--- src/rtl/mm_fetch_scheduler.sv ---
// Operand fetch scheduler: turns row/column fetch pulses into in-order read bursts
// on one memory port and assembles the returned words into mem_buffer.
module mm_fetch_scheduler #(
   parameter int N          = 8,
   parameter int P          = 9,
   parameter int M          = 10,
   parameter int DATA_WIDTH = 16,
   parameter int ADDR_WIDTH = 16,
   parameter int A_BASE     = 0,
   parameter int B_BASE     = 256
) (
   input  logic                    clk,
   input  logic                    rst,
   input  logic                    fetch_row,
   input  logic                    fetch_col,
   input  logic [$clog2(N)-1:0]    n,
   input  logic [$clog2(M)-1:0]    m,
   output logic                    mem_req,
   output logic [ADDR_WIDTH-1:0]   mem_addr,
   input  logic                    mem_gnt,
   input  logic                    mem_rd_valid,
   input  logic [DATA_WIDTH-1:0]   mem_rd_data,
   output logic [DATA_WIDTH-1:0]   mem_buffer [0:P-1],
   output logic                    buf_valid,
   output logic                    buf_is_col,
   output logic                    fetch_stall,
   output logic                    data_stall,
   output logic                    err
);
   // state   | meaning
   // S_IDLE  | no burst active, waiting for a pending entry
   // S_ISSUE | mem_req high, counting grants up to P
   // S_DRAIN | all requests granted, waiting for the remaining returns
   // S_DONE  | buf_valid pulse, release slot, chain to the other slot if pending
   localparam logic [1:0] S_IDLE  = 2'd0;
   localparam logic [1:0] S_ISSUE = 2'd1;
   localparam logic [1:0] S_DRAIN = 2'd2;
   localparam logic [1:0] S_DONE  = 2'd3;

   localparam int NW = $clog2(N);
   localparam int MW = $clog2(M);
   localparam int CW = $clog2(P + 1);

   logic [1:0]            state_q, state_d;
   logic                  row_vld_q, row_vld_d, col_vld_q, col_vld_d;
   logic                  col_older_q, col_older_d;
   logic [NW-1:0]         n_q, n_d;
   logic [MW-1:0]         m_q, m_d;
   logic                  cur_col_q, cur_col_d;
   logic [ADDR_WIDTH-1:0] addr_q, addr_d;
   logic [CW-1:0]         k_q, k_d, r_q, r_d, r_inc;
   logic                  err_q, err_d;
   logic [DATA_WIDTH-1:0] buf_q [0:P-1];

   logic                  row_acc, col_acc, row_q_eff, col_q_eff;
   logic                  row_avail, col_avail, pick_col, rd_ok, rd_acc;
   logic [NW-1:0]         n_sel;
   logic [MW-1:0]         m_sel;
   logic [ADDR_WIDTH-1:0] start_addr, stride;

   always_comb begin
      row_acc   = fetch_row & ~row_vld_q;
      col_acc   = fetch_col & ~col_vld_q;
      // the slot being released in DONE no longer competes for service
      row_q_eff = row_vld_q & ~((state_q == S_DONE) & ~cur_col_q);
      col_q_eff = col_vld_q & ~((state_q == S_DONE) &  cur_col_q);
      row_avail = row_q_eff | row_acc;
      col_avail = col_q_eff | col_acc;
      n_sel     = row_vld_q ? n_q : n;
      m_sel     = col_vld_q ? m_q : m;
      if (row_avail && col_avail) begin
         if (row_q_eff && col_q_eff) pick_col = col_older_q;
         else                        pick_col = col_q_eff;
      end else begin
         pick_col = col_avail;
      end
      start_addr = pick_col ? ADDR_WIDTH'(B_BASE) + ADDR_WIDTH'(m_sel)
                            : ADDR_WIDTH'(A_BASE) + ADDR_WIDTH'(P) * ADDR_WIDTH'(n_sel);
      stride     = cur_col_q ? ADDR_WIDTH'(M) : ADDR_WIDTH'(1);
      rd_ok      = ((state_q == S_ISSUE) || (state_q == S_DRAIN)) && (r_q != CW'(P));
      rd_acc     = mem_rd_valid & rd_ok;
      r_inc      = r_q + CW'(rd_acc);
   end

   always_comb begin
      state_d   = state_q;
      row_vld_d = row_vld_q | row_acc;
      col_vld_d = col_vld_q | col_acc;
      n_d       = row_acc ? n : n_q;
      m_d       = col_acc ? m : m_q;
      cur_col_d = cur_col_q;
      addr_d    = addr_q;
      k_d       = k_q;
      r_d       = r_inc;
      err_d     = err_q | (fetch_row & row_vld_q) | (fetch_col & col_vld_q)
                        | (mem_rd_valid & ~rd_ok);
      if (row_acc && col_vld_q) col_older_d = 1'b1;
      else if (col_acc)         col_older_d = 1'b0;
      else                      col_older_d = col_older_q;

      case (state_q)
         S_ISSUE: begin
            if (mem_gnt) begin
               k_d    = k_q + CW'(1);
               addr_d = addr_q + stride;
               if (k_q == CW'(P - 1)) state_d = S_DRAIN;
            end
         end
         S_DRAIN: begin
            if (r_inc == CW'(P)) state_d = S_DONE;
         end
         S_DONE: begin
            if (cur_col_q) col_vld_d = 1'b0;
            else           row_vld_d = 1'b0;
            state_d = S_IDLE;
         end
         default: ;
      endcase

      if (((state_q == S_IDLE) || (state_q == S_DONE)) && (row_avail || col_avail)) begin
         state_d   = S_ISSUE;
         cur_col_d = pick_col;
         addr_d    = start_addr;
         k_d       = '0;
         r_d       = '0;
      end
   end

   always_ff @(posedge clk) begin
      if (rst) begin
         state_q     <= S_IDLE;
         row_vld_q   <= 1'b0;
         col_vld_q   <= 1'b0;
         col_older_q <= 1'b0;
         n_q         <= '0;
         m_q         <= '0;
         cur_col_q   <= 1'b0;
         addr_q      <= '0;
         k_q         <= '0;
         r_q         <= '0;
         err_q       <= 1'b0;
         for (int i = 0; i < P; i++) buf_q[i] <= '0;
      end else begin
         state_q     <= state_d;
         row_vld_q   <= row_vld_d;
         col_vld_q   <= col_vld_d;
         col_older_q <= col_older_d;
         n_q         <= n_d;
         m_q         <= m_d;
         cur_col_q   <= cur_col_d;
         addr_q      <= addr_d;
         k_q         <= k_d;
         r_q         <= r_d;
         err_q       <= err_d;
         if (rd_acc) buf_q[r_q] <= mem_rd_data;
      end
   end

   assign mem_req     = (state_q == S_ISSUE);
   assign mem_addr    = addr_q;
   assign mem_buffer  = buf_q;
   assign buf_valid   = (state_q == S_DONE);
   assign buf_is_col  = cur_col_q;
   assign fetch_stall = (row_vld_q & col_vld_q) | ((row_vld_q | col_vld_q) & (state_q != S_IDLE));
   assign data_stall  = row_vld_q | col_vld_q;
   assign err         = err_q;
endmodule

--- config.mk ---
export PLATFORM = sky130hd
export DESIGN_NAME = mm_fetch_scheduler
export DESIGN_NICKNAME = d
export VERILOG_FILES = /design/src/rtl/mm_fetch_scheduler.sv
export SDC_FILE = /design/constraint.sdc
export NUM_CORES = 1
export LEC_CHECK = 0
export CAP_MARGIN = 10
export CORE_MARGIN = 1
export CORE_UTILIZATION = 25
export DETAILED_ROUTE_END_ITERATION = 12
export SYNTH_ARGS = -nofsm -noshare
export SYNTH_HDL_FRONTEND = slang
export SYNTH_SLANG_ARGS = --single-unit
--- constraint.sdc ---
create_clock -name clk -period 2.35 [get_ports clk]
set_input_delay 0.47 -clock clk [delete_from_list [all_inputs] [get_ports clk]]
set_output_delay 0.47 -clock clk [all_outputs]
set_load 0.02 [all_outputs]
==> results.txt <==
The starting density of the core came out at between 20 and 30%. The type of origin of the critical path is a register. The max-slew violation total from the final report came to 0.

The non-filler instance count after layout is approximately 1400. The maximum net fanout on the critical path is 6. The worst ir drop on vdd came out at 0.000317 V. The chip width is 172 um. The count of port buffers added during placement is between 150 and 200.

The number of global-route vias before repair was about 6100. The compound-cell area share of the yosys netlist is 9.84%. The post-synthesis cell count is approximately 840. The upper clock frequency limit is 0.439 GHz. The final cell area excluding filler cells came out at between 10000 and 15000 um2.

The clock-pin transition on the worst setup and hold timing paths is 0.07 ns. The net count of the mapped netlist is about 900. Setup violations remaining at the end of the flow were counted as 0. The flow ran to the end, and the final reports show no timing, DRC or antenna violations. The final routed wire length divided by cell count came out at 15.8 um.

The final routed DRC violation total came out at 0. The die is 172 um tall. The total placed cells including tap cells came out at approximately 1400.

The share of async-settable or async-resettable flops after synthesis came out at 0%. Summed over all cells, the static leakage comes to between 3 and 4 nW. The netlist area before placement came out at between 7000 and 8000 um2. Global routing finished with a remaining overflow of 0. The tightest min-delay check is of the in -> reg type.

The count of TritonRoute iterations in the first routing pass is 4. In this run the core area contains between 60 and 70 standard-cell rows. Once detail routing completed, the nets flagged for antenna violations numbered 0. From synthesis to final layout, the design area changed by 45.8%. The CTS sink count came out at 182. The number of CTS-inserted buffers came out at 17. The total of max-cap violations is 0. The post-synthesis average cell area is around 8.6 um2. Of the total synthesized cell area, the portion taken by AND, OR, NAND and NOR gates is between 20% and 30%.

The H-tree depth reported by CTS came out at 4. Power spread over the standard cell area amounts to between 600 and 700 nW/um2. The fraction of synthesized area in multiplexers came out at between 9 and 10%.

The post-DP HPWL is ~15000 um. The utilization after layout came out at a little under two fifths. The worst-case headroom to the max-slew limit came out at 50.9%.

The detailed router finished its first iteration with approximately 370 violations. The clock root buffer is clkbuf_16. The number of filler cells placed in the layout came out at 2857. The worst path in the final design needs a cycle of between 2 and 2.5 ns, including I/O delays and setup. The total die area is 29400 um2. The number of synthesized flops with an enable pin is 0. At the end of the flow, the number of nets in the layout was about 1100. The warning count from the yosys run is 0. At the pin with the least slew margin, the transition time is about 0.73 ns. The sum of routed wire length over all layers is between 20000 and 25000 um. In this run the deepest clock path goes through 2 buffers. For the worst-skew pair, the clock arrives at the later sink with an insertion delay of 0.43 ns. For this run, the leading register cell type out of synthesis is dfxtp_1. After layout, the worst path uses 97.0% of the clock period. By startpoint and endpoint, the worst setup path is classified as reg -> out. The largest net degree at the start of global routing is roughly 150. The area of the core came out at between 20000 and 30000 um2. The total global routing track utilization came out at ~16%. After Yosys synthesis, full adders, half adders and majority gates account for 2.51% of the synthesized area. The area share of xor/xnor cells in the synthesized design came out at about 2.3%.

The TritonCTS clock tree is yes. The initial antenna violation count is 1. The synthesized netlist contains 52 unique library cells. The critical path data arrival time is between 1.5 and 2 ns.

Of the cells placed in the final design, the portion with a size suffix greater than 1 is 10.4%. The final hold violation count came out at 0. The placed instances occupy a cell area of roughly 9800 um2. The last weighted congestion value of the routability-driven placer is about 0.77. STA classifies the critical path endpoint as an output pin.

The clock skew after layout came out at 0.0153 ns. The sequential fraction of the synthesis area is approximately 51%. The number of I/O pins came out at just under 200. The wire length of the first global-routing pass is between 30000 and 40000 um.

Synthesis inferred around 180 register bits. The average vias per placed instance came out at 4.44. After synthesis, the largest family of logic cells by area is simple AND/OR/NAND/NOR gates. Setup repair after global routing could not meet its margin everywhere. The worst endpoint required time came out at 1.88 ns.

The detailed router placed around 6400 vias in this run.
area by class of cell:
cell class	instances	area [um2]	area share [%]
antenna	1	2.50	0.0239
clock buffer	17	425	4.06
clock inverter	15	186	1.78
inverter	12	47.5	0.454
multi-input combinational	579	3290	31.4
sequential	182	3650	34.8
tap	378	473	4.51
timing repair buffer	246	2400	22.9
state kept, by name, summed over array words and instances, names as in the netlist:
name and count:
mem_buffer 144, mem_addr 16, k_q 4, m_q 4, r_q 4, n_q 3, state_q 2, buf_is_col 1
col_older_q 1, col_vld_q 1, err 1, row_vld_q 1
cell usage in the layout (no fill, tap or decap), drive strengths merged, types with 2 or more instances in the layout:
cell and instances:
xnor2 5, bufinv 2, nor4 3, o21a 3
a21o 2, o21ai 3, mux2i 61, nand2 197
inv 19, a31oi 2, a211oi 3, a221oi 2
and3 7, nand3 30, clkdlybuf4s50 190, nand2b 3
ha 12, buf 53, xor2 14, dfxtp 182
clkbuf 17, a21oi 109, nand4 6, nand3b 2
and2 2, clkinv 4, clkinvlp 2, nor2b 4
mux2 7, dlygate4sd2 2, nor2 84
cells in the mapped netlist (all sizes together), types with 2 or more instances:
cell / instances / area [um2]
dfxtp: 182 / 3640
nor2b: 4 / 25.0
a221oi: 2 / 17.5
nand3b: 2 / 15.0
mux2: 7 / 82.6
a21oi: 109 / 546
nor4: 3 / 31.3
and2: 2 / 12.5
nand2: 197 / 739
a21o: 2 / 15.0
and3: 7 / 43.8
buf: 13 / 75.1
ha: 12 / 150
xnor2: 5 / 43.8
a211oi: 3 / 22.5
nand2b: 3 / 18.8
nand4: 6 / 37.5
xor2: 14 / 123
nor2: 84 / 325
o21a: 3 / 22.5
mux2i: 61 / 611
inv: 12 / 45.0
a31oi: 2 / 12.5
clkbuf: 52 / 195
nand3: 30 / 150
o21ai: 3 / 15.0
critical path: stages, from the launching register on:
cell and delay (ns):
dfxtp_1 0.37, buf_4 0.19, or2_2 0.29, clkdlybuf4s50_1 0.54
report_power, final:
group | internal [mW] | switching [mW] | total (mW)
Clock | 1.62 | 1.37 | 2.99
Combinational | 0.422 | 0.544 | 0.966
Sequential | 3.16 | 0.0642 | 3.23
routing by layer:
layer | track usage, % | part of all wire, %
met5 | 0 | 0
met4 | 5.43 | 2.1
met3 | 4.39 | 6.9
met2 | 24.5 | 45
met1 | 20.9 | 46
cell families (layout without fill, tap and decap cells):
family	count (synthesis)	after routing
and+or+nand+nor	348	348
other	0	1
adders and majority gates	14	14
buffers and inverters	77	290
muxes	68	68
AOI/OAI and AO/OA	130	130
DFF	182	182
xor gates and xnor gates	19	19
metrics by stage:
| stage | power, mW | hold WS, ns | setup WS [ns] | setup TNS, ns |
|---|---|---|---|---|
| finish | 7.18 | 0.407 | 0.0705 | 0 |
| global route | 7.51 | 0.401 | -0.0275 | -0.0275 |
| floorplan | 3.81 | 0.447 | 0.0584 | 0 |
| CTS | 7.27 | 0.385 | 0.0127 | 0 |
| detailed placement | 4.25 | 0.447 | -0.233 | -0.437 |
| global placement | 4.24 | 0.442 | -0.214 | -0.364 |
final timing paths:
check                                                 start                          end  slack (ns)  cells after the start
worst max-delay path                   row_vld_q$_SDFF_PP0_                   data_stall        0.07                      3
worst min-delay path                                    rst      buf_is_col$_SDFFE_PP0P_        0.41                      2
worst max register to register      state_q[1]$_SDFFE_PP0P_      state_q[1]$_SDFFE_PP0P_        0.08                      9
worst min register to register  mem_buffer[71]$_SDFFE_PP0P_  mem_buffer[71]$_SDFFE_PP0P_        0.45                      2
repair_timing:
action	4_1_cts	5_1_grt
pin swaps	0	5
gates resized for setup	3	14
hold buffers	0	0
endpoints found under the setup margin	3	3
setup buffers	0	4
(Power assumes the default switching activity.)
